==> src/rtl/hazard_unit_pkg.sv <==
// Shared encodings for the hazard unit: forward-mux selects and sequencer states.
package hazard_unit_pkg;

  typedef logic [1:0] forward_bus_t;

  localparam forward_bus_t NORMAL_INPUT = 2'b00;
  localparam forward_bus_t W2E_ALU      = 2'b01;
  localparam forward_bus_t M2E_ALU      = 2'b10;

  typedef enum logic [1:0] {
    MD_IDLE = 2'b00,
    MD_RUN  = 2'b01,
    MD_DONE = 2'b10
  } md_state_t;

  // M beats W; register 0 is hardwired and never forwarded.
  function automatic forward_bus_t alu_forward(
    input logic       regwrite_m,
    input logic [4:0] writereg_m,
    input logic       regwrite_w,
    input logic [4:0] writereg_w,
    input logic [4:0] src
  );
    if (regwrite_m && writereg_m != 5'd0 && writereg_m == src)
      return M2E_ALU;
    else if (regwrite_w && writereg_w != 5'd0 && writereg_w == src)
      return W2E_ALU;
    else
      return NORMAL_INPUT;
  endfunction

endpackage

==> src/rtl/hazard_unit_md_sequencer.sv <==
// Multiply/divide sequencer: freezes F/D/E for LAT cycles, then pulses done for one cycle.
module md_sequencer
  import hazard_unit_pkg::*;
#(
  parameter int MUL_LAT = 4,
  parameter int DIV_LAT = 32
) (
  input  logic clk,
  input  logic rst,
  input  logic md_start,
  input  logic md_div,
  output logic md_stall,
  output logic md_busy,
  output logic md_done
);

  localparam logic [5:0] MUL_CNT = 6'(MUL_LAT - 1);
  localparam logic [5:0] DIV_CNT = 6'(DIV_LAT - 1);

  md_state_t  state, state_nxt;
  logic [5:0] cnt, cnt_nxt;

  always_ff @(posedge clk or posedge rst) begin
    if (rst) begin
      state <= MD_IDLE;
      cnt   <= 6'd0;
    end else begin
      state <= state_nxt;
      cnt   <= cnt_nxt;
    end
  end

  // DONE ignores start: the finished instruction is still sitting in E.
  always_comb begin
    state_nxt = state;
    cnt_nxt   = cnt;
    case (state)
      MD_IDLE: begin
        if (md_start) begin
          cnt_nxt   = md_div ? DIV_CNT : MUL_CNT;
          state_nxt = MD_RUN;
        end
      end
      MD_RUN: begin
        if (cnt == 6'd1) state_nxt = MD_DONE;
        else             cnt_nxt   = cnt - 6'd1;
      end
      MD_DONE: state_nxt = MD_IDLE;
      default: state_nxt = MD_IDLE;
    endcase
  end

  // Gating with rst drops the stall in the same cycle reset is asserted.
  assign md_stall = ~rst & (((state == MD_IDLE) & md_start) | (state == MD_RUN));
  assign md_busy  = (state == MD_RUN) | (state == MD_DONE);
  assign md_done  = (state == MD_DONE);

endmodule

==> src/rtl/hazard_unit.sv <==
// Pipeline hazard controller: ALU/branch forwarding, load-use and branch stalls, mult/div freeze.
module hazard_unit
  import hazard_unit_pkg::*;
#(
  parameter int MUL_LAT = 4,
  parameter int DIV_LAT = 32
) (
  input  logic         clk,
  input  logic         rst,
  input  logic [4:0]   rsD,
  input  logic [4:0]   rtD,
  input  logic [4:0]   rsE,
  input  logic [4:0]   rtE,
  input  logic         branchD,
  input  logic         regwriteE,
  input  logic         regwriteM,
  input  logic         regwriteW,
  input  logic [4:0]   writeregE,
  input  logic [4:0]   writeregM,
  input  logic [4:0]   writeregW,
  input  logic         memtoregE,
  input  logic         memtoregM,
  input  logic         md_startE,
  input  logic         md_divE,
  output forward_bus_t forwardalu_A,
  output forward_bus_t forwardalu_B,
  output logic         forwardbr_A,
  output logic         forwardbr_B,
  output logic         stallF,
  output logic         stallD,
  output logic         stallE,
  output logic         flushE,
  output logic         flushM,
  output logic         md_busy,
  output logic         md_done
);

  logic md_stall;
  logic lwstall, brstall;
  logic we_e, we_m_load, we_m;

  md_sequencer #(
    .MUL_LAT (MUL_LAT),
    .DIV_LAT (DIV_LAT)
  ) u_md_sequencer (
    .clk      (clk),
    .rst      (rst),
    .md_start (md_startE),
    .md_div   (md_divE),
    .md_stall (md_stall),
    .md_busy  (md_busy),
    .md_done  (md_done)
  );

  assign forwardalu_A = alu_forward(regwriteM, writeregM, regwriteW, writeregW, rsE);
  assign forwardalu_B = alu_forward(regwriteM, writeregM, regwriteW, writeregW, rtE);

  assign we_m        = regwriteM & (writeregM != 5'd0);
  assign forwardbr_A = we_m & (writeregM == rsD);
  assign forwardbr_B = we_m & (writeregM == rtD);

  assign lwstall = memtoregE & (writeregE != 5'd0) &
                   ((writeregE == rsD) | (writeregE == rtD));

  // Branch compares in D, so an E result or an M load is not yet forwardable.
  assign we_e      = regwriteE & (writeregE != 5'd0);
  assign we_m_load = memtoregM & (writeregM != 5'd0);
  assign brstall   = branchD &
                     ((we_e & ((writeregE == rsD) | (writeregE == rtD))) |
                      (we_m_load & ((writeregM == rsD) | (writeregM == rtD))));

  assign stallF = lwstall | brstall | md_stall;
  assign stallD = stallF;
  assign stallE = md_stall;
  assign flushM = md_stall;
  assign flushE = (lwstall | brstall) & ~md_stall;

endmodule

==> config.mk <==
export PLATFORM = sky130hd
export DESIGN_NAME = hazard_unit
export DESIGN_NICKNAME = d
export VERILOG_FILES = /design/src/rtl/hazard_unit_pkg.sv /design/src/rtl/hazard_unit_md_sequencer.sv /design/src/rtl/hazard_unit.sv
export SDC_FILE = /design/constraint.sdc
export NUM_CORES = 1
export LEC_CHECK = 0
export CAP_MARGIN = 20
export CORE_AREA = 2 2 78 43
export DETAILED_ROUTE_END_ITERATION = 10
export DIE_AREA = 0 0 80 45
export PLACE_DENSITY = 0.83
export SYNTH_ARGS = -nofsm -noshare
export SYNTH_HDL_FRONTEND = slang
export SYNTH_SLANG_ARGS = --single-unit
export TNS_END_PERCENT = 5
==> constraint.sdc <==
create_clock -name clk -period 1.95 [get_ports clk]
set_input_delay 0.39 -clock clk [delete_from_list [all_inputs] [get_ports clk]]
set_output_delay 0.39 -clock clk [all_outputs]
set_load 0.02 [all_outputs]
==> reports/results.env <==
WORST_PATH_LARGEST_CELL_DELAY_NS=0.54
WORSTSETUPENDPOINTTYPE='output pin'
SYNTH-SIMPLE-AREA-SHARE_PCT=21.1
POST_SYNTH_INSTANCE_AREA_MM2=0.00108
FIN_WORST_SKEW_NS=0.00585
ROW_COUNT=14
DRTITER0DRC=85
MOST_USED_FLIP_FLOP_CELL_AFTER_SYNTHESIS='dfrtp_1'
GRT_USE_TOTAL_PCT=27.2
YS_TOP_CELLS_BY_AREA='dfrtp_1 (19%), xor2_1 (18%), xnor2_1 (15%), ha_1 (5.8%), a21oi_1 (5.1%)'
MAX_FREQ_MHz=484
CRITICAL_PATH_BUF_INV_COUNT=3
FINAL_NETS=279
SYN_TO_FINAL_GROWTH_PCT=105
GRT_FIRST_PASS_WIRELENGTH_MM=7.13
SYNTH-ASYNC-RESET-RATIO_PCT=100
CRIT_ARRIVAL_NS=1.67
NETLIST.AREA_LEADER.SHARE_PCT=18.5
LAYOUT_COMMON_CELLS='buf_4 (37), xor2_1 (17), dlygate4sd2_1 (16)'
FINALINSTANCEAREA_MM2=0.00222
HTREE_NUM_LEVELS=1
POWER_SWITCHING_SHARE_PCT=44.8
FINALCRITICALPERIOD_NS=2.06
POST_ROUTE_CELLS_DRIVE_ABOVE_1_SHARE_PCT=48.9
POST-ROUTE-PERIOD-UTIL_PCT=106
CRIT_FAMILY='simple AND/OR/NAND/NOR gates'
VIOLATIONS_IN_THE_FINAL_REPORTS='setup timing'
LAYOUT_COMMONEST_CELL='buf_4'
CLOCK_INSERTION_DELAY_WORST_SKEW_NS=0.24
POST_SYNTH_MUX_AREA_SHARE_PCT=1.85
IR_DROP_uV=535
PLACED_CELL_AREA_MM2=0.00198
REG2REG_DEPTH=7
SETUP-TNS-FINAL_NS=-0.412
HOLD_VIOLATIONS=0
POSTSYNTHAREAPERCELL_UM2=8.06
HOLD_CLASS='in -> async'
POST-ROUTE-DRC-COUNT=0
DETAIL-ROUTE-ANTENNA-NETS=0
CELL_BY_CELL_TRACE_OF_THE_CRITICAL_PATH='buf_8, or4_4, o21ai_4, buf_4, or4_4, nor4_4, buf_4'
CRITICALPATHCATEGORY='in -> out'
PWR_DENSITY_CELL_mW_PER_MM2=720
TRITONCTS_NUM_SINKS=8
MAX_SLEW_MARGIN_PCT=73.1
SYNTHESIS.YOSYS.WARNINGS=0
CTS_HOLD_BUF=0
YS_FF_LATCH=8
CTS_CLOCK_PIN_SLEW_FOR_THE_WORST_SETUP_AND_HOLD_PATHS_NS=0.05
START_KIND='input port'
WORSTREG2REGSTART='u_md_sequencer.cnt[1]$_DFFE_PP0P_'
SYNTHESIS.NETS=184
DIODES=0
SYNTH_EDF_COUNT=0
FF2FF_SETUP_SLACK_NS=0.03
NUMBER_OF_CTS_INSERTED_BUFFERS=3
DIE_H_UM=45
NETSWITCHINGPOWER_uW=715
GRT_PASS1_VIAS=1430
SETUP_VIOL=7
VIA_PER_INST=5.21
SLEW_VIOLATIONS=0
LARGEST_NET_DEGREE_AT_THE_START_OF_GLOBAL_ROUTING=10
FINAL_UTIL_PCT=77.2
FINALPOWER_mW=1.60
SYNTH_CELLS=134
TOTAL_DIE_AREA_MM2=0.00360
TIMING.CRITICAL_PATH.SLOWEST_STAGE_CELL='or4_4'
START_UTIL_PCT=37.6
DIE_W_UM=80
GRT_SETUP_UNREPAIRED='true'
LEAKAGE_nW=1.02
ROUTE.FINAL.WIRE_LENGTH_MM=4.85
FINAL_WEIGHTED_CONGESTION_IN_ROUTABILITY_DRIVEN_PLACEMENT=0.922
SEQPWRFRAC_PCT=19.2
GLOBALROUTE.TOTALOVERFLOW=0
CORE-AREA_MM2=0.00287
SYNTH_TOP_FAMILY_BY_AREA='XOR/XNOR gates'
STATUS='finished with violations'
TRITONCTS_CLOCK_TREE='yes'
PORT_BUFFERS=57
CLOCKROOTBUFFER='clkbuf_8'
INTPOWER_uW=881
WIRE_PER_INST_UM=18.2
MAXIMUM_CAPACITANCE_VIOLATIONS=0
VIAS=1391
FINALWORSTSETUPSLACK_NS=-0.114
FINALNONFILLERCELLS=267
CELL_TAKING_THE_MOST_AREA_AFTER_SYNTHESIS='dfrtp_1'
WORST_R2R_END='u_md_sequencer.cnt[4]$_DFFE_PP0P_'
SYNTH_COMPOUND_GATE_AREA_SHARE_PCT=13.7
POWER.COMBINATIONAL.FRACTION_PCT=67.6
ANTENNA_FOUND_INITIAL=0
CTS_BUFFER_DEPTH=2
DPL.CELL_COUNT=256
PLACE.DETAILED.HPWL_MM=3.68
CP.REQUIRED_NS=1.56
SYNTHXORXNORAREAFRAC_PCT=32.4
SYNTH_SEQ_AREA_SHARE_PCT=18.5
AREA_SHARE_OF_FA_HA_MAJ_CELLS_AFTER_SYNTHESIS_PCT=5.79
CLOCK_POWER_SHARE_PCT=13.2
TRANSITION_TIME_OF_THE_TIGHTEST_SLEW_CHECK_PIN_NS=0.402
DRT_PRE_ANTENNA_ITERS=4
IOS=58
YS_TYPES=28
CRITICAL_PATH_PEAK_FANOUT=2
==> routing by layer <==
layer / global-route usage (%) / routed length [µm] / vias up
li1: - / - / 647
met1: 33.4 / 2030 / 648
met2: 49.3 / 2340 / 82
met3: 5.40 / 332 / 14
met4: 8.47 / 145 / 0
met5: 0 / 0 / -
==> what timing repair did <==
action,in CTS,in global routing
buffers inserted,4,4
endpoints found under the hold margin,0,0
setup endpoints to repair,13,10
resized for setup,158,35
pin swaps,24,16
gates cloned,0,0
==> sequential cells by signal, summed over array words and instances (netlist names) <==
register	count
u_md_sequencer.state	2
u_md_sequencer.cnt	6
==> per-stage QoR <==
stage / hold slack [ns] / setup WS, ns
after detailed placement: 0.534 / -0.991
after global routing: 0.531 / -0.134
after global placement: 0.509 / -0.937
final: 0.514 / -0.114
after floorplan: 0.206 / 0.00672
after CTS: 0.511 / -0.120
==> Yosys cell counts, types with 4 or more instances <==
library cell	n
nor2_1	6
inv_1	8
ha_1	5
nor3_1	9
clkbuf_1	5
xor2_1	22
xnor2_1	18
dfrtp_1	8
nand3_1	6
nor4_1	4
nand2_1	6
a21oi_1	11
==> kinds of logic (layout without fill, tap and decap cells) <==
| kind of cell | count (synthesis) | in the layout |
|---|---|---|
| AOI/OAI and AO/OA | 23 | 23 |
| xor gates and xnor gates | 40 | 40 |
| adders and majority gates | 5 | 5 |
| buffers and inverters | 16 | 109 |
| DFF | 8 | 8 |
| muxes | 2 | 2 |
| and+or+nand+nor | 40 | 40 |
==> power groups by stage <==
stage,clock network [mW],registers [mW],logic [mW]
global placement,0,0.299,0.986
global route,0.214,0.317,1.15
floorplan,0,0.292,0.610
finish,0.211,0.306,1.08
CTS,0.206,0.304,1.02
detailed placement,0,0.306,1.03
==> worst max path at each step <==
| stage | start | end | slack, ns | depth (start not counted) |
|---|---|---|---|---|
| final | writeregW[1] | forwardalu_B[0] | -0.11 | 7 |
| after CTS | writeregW[2] | forwardalu_A[0] | -0.12 | 6 |
| after floorplan | writeregM[2] | forwardalu_A[0] | 0.007 | 6 |
| after global placement | writeregM[2] | forwardalu_B[0] | -0.94 | 7 |
| after global routing | writeregW[1] | forwardalu_B[0] | -0.13 | 7 |
| after detailed placement | writeregW[4] | forwardalu_A[0] | -0.99 | 6 |
==> cell type report <==
| class | instances | area (µm²) |
|---|---|---|
| multi-input combinational | 110 | 1080 |
| fill | 192 | 654 |
| sequential | 8 | 200 |
| inverter | 8 | 30.0 |
| tap | 40 | 50.0 |
| timing repair buffer | 98 | 816 |
| clock buffer | 3 | 41.3 |
Power figures use the tool's default switching activity.
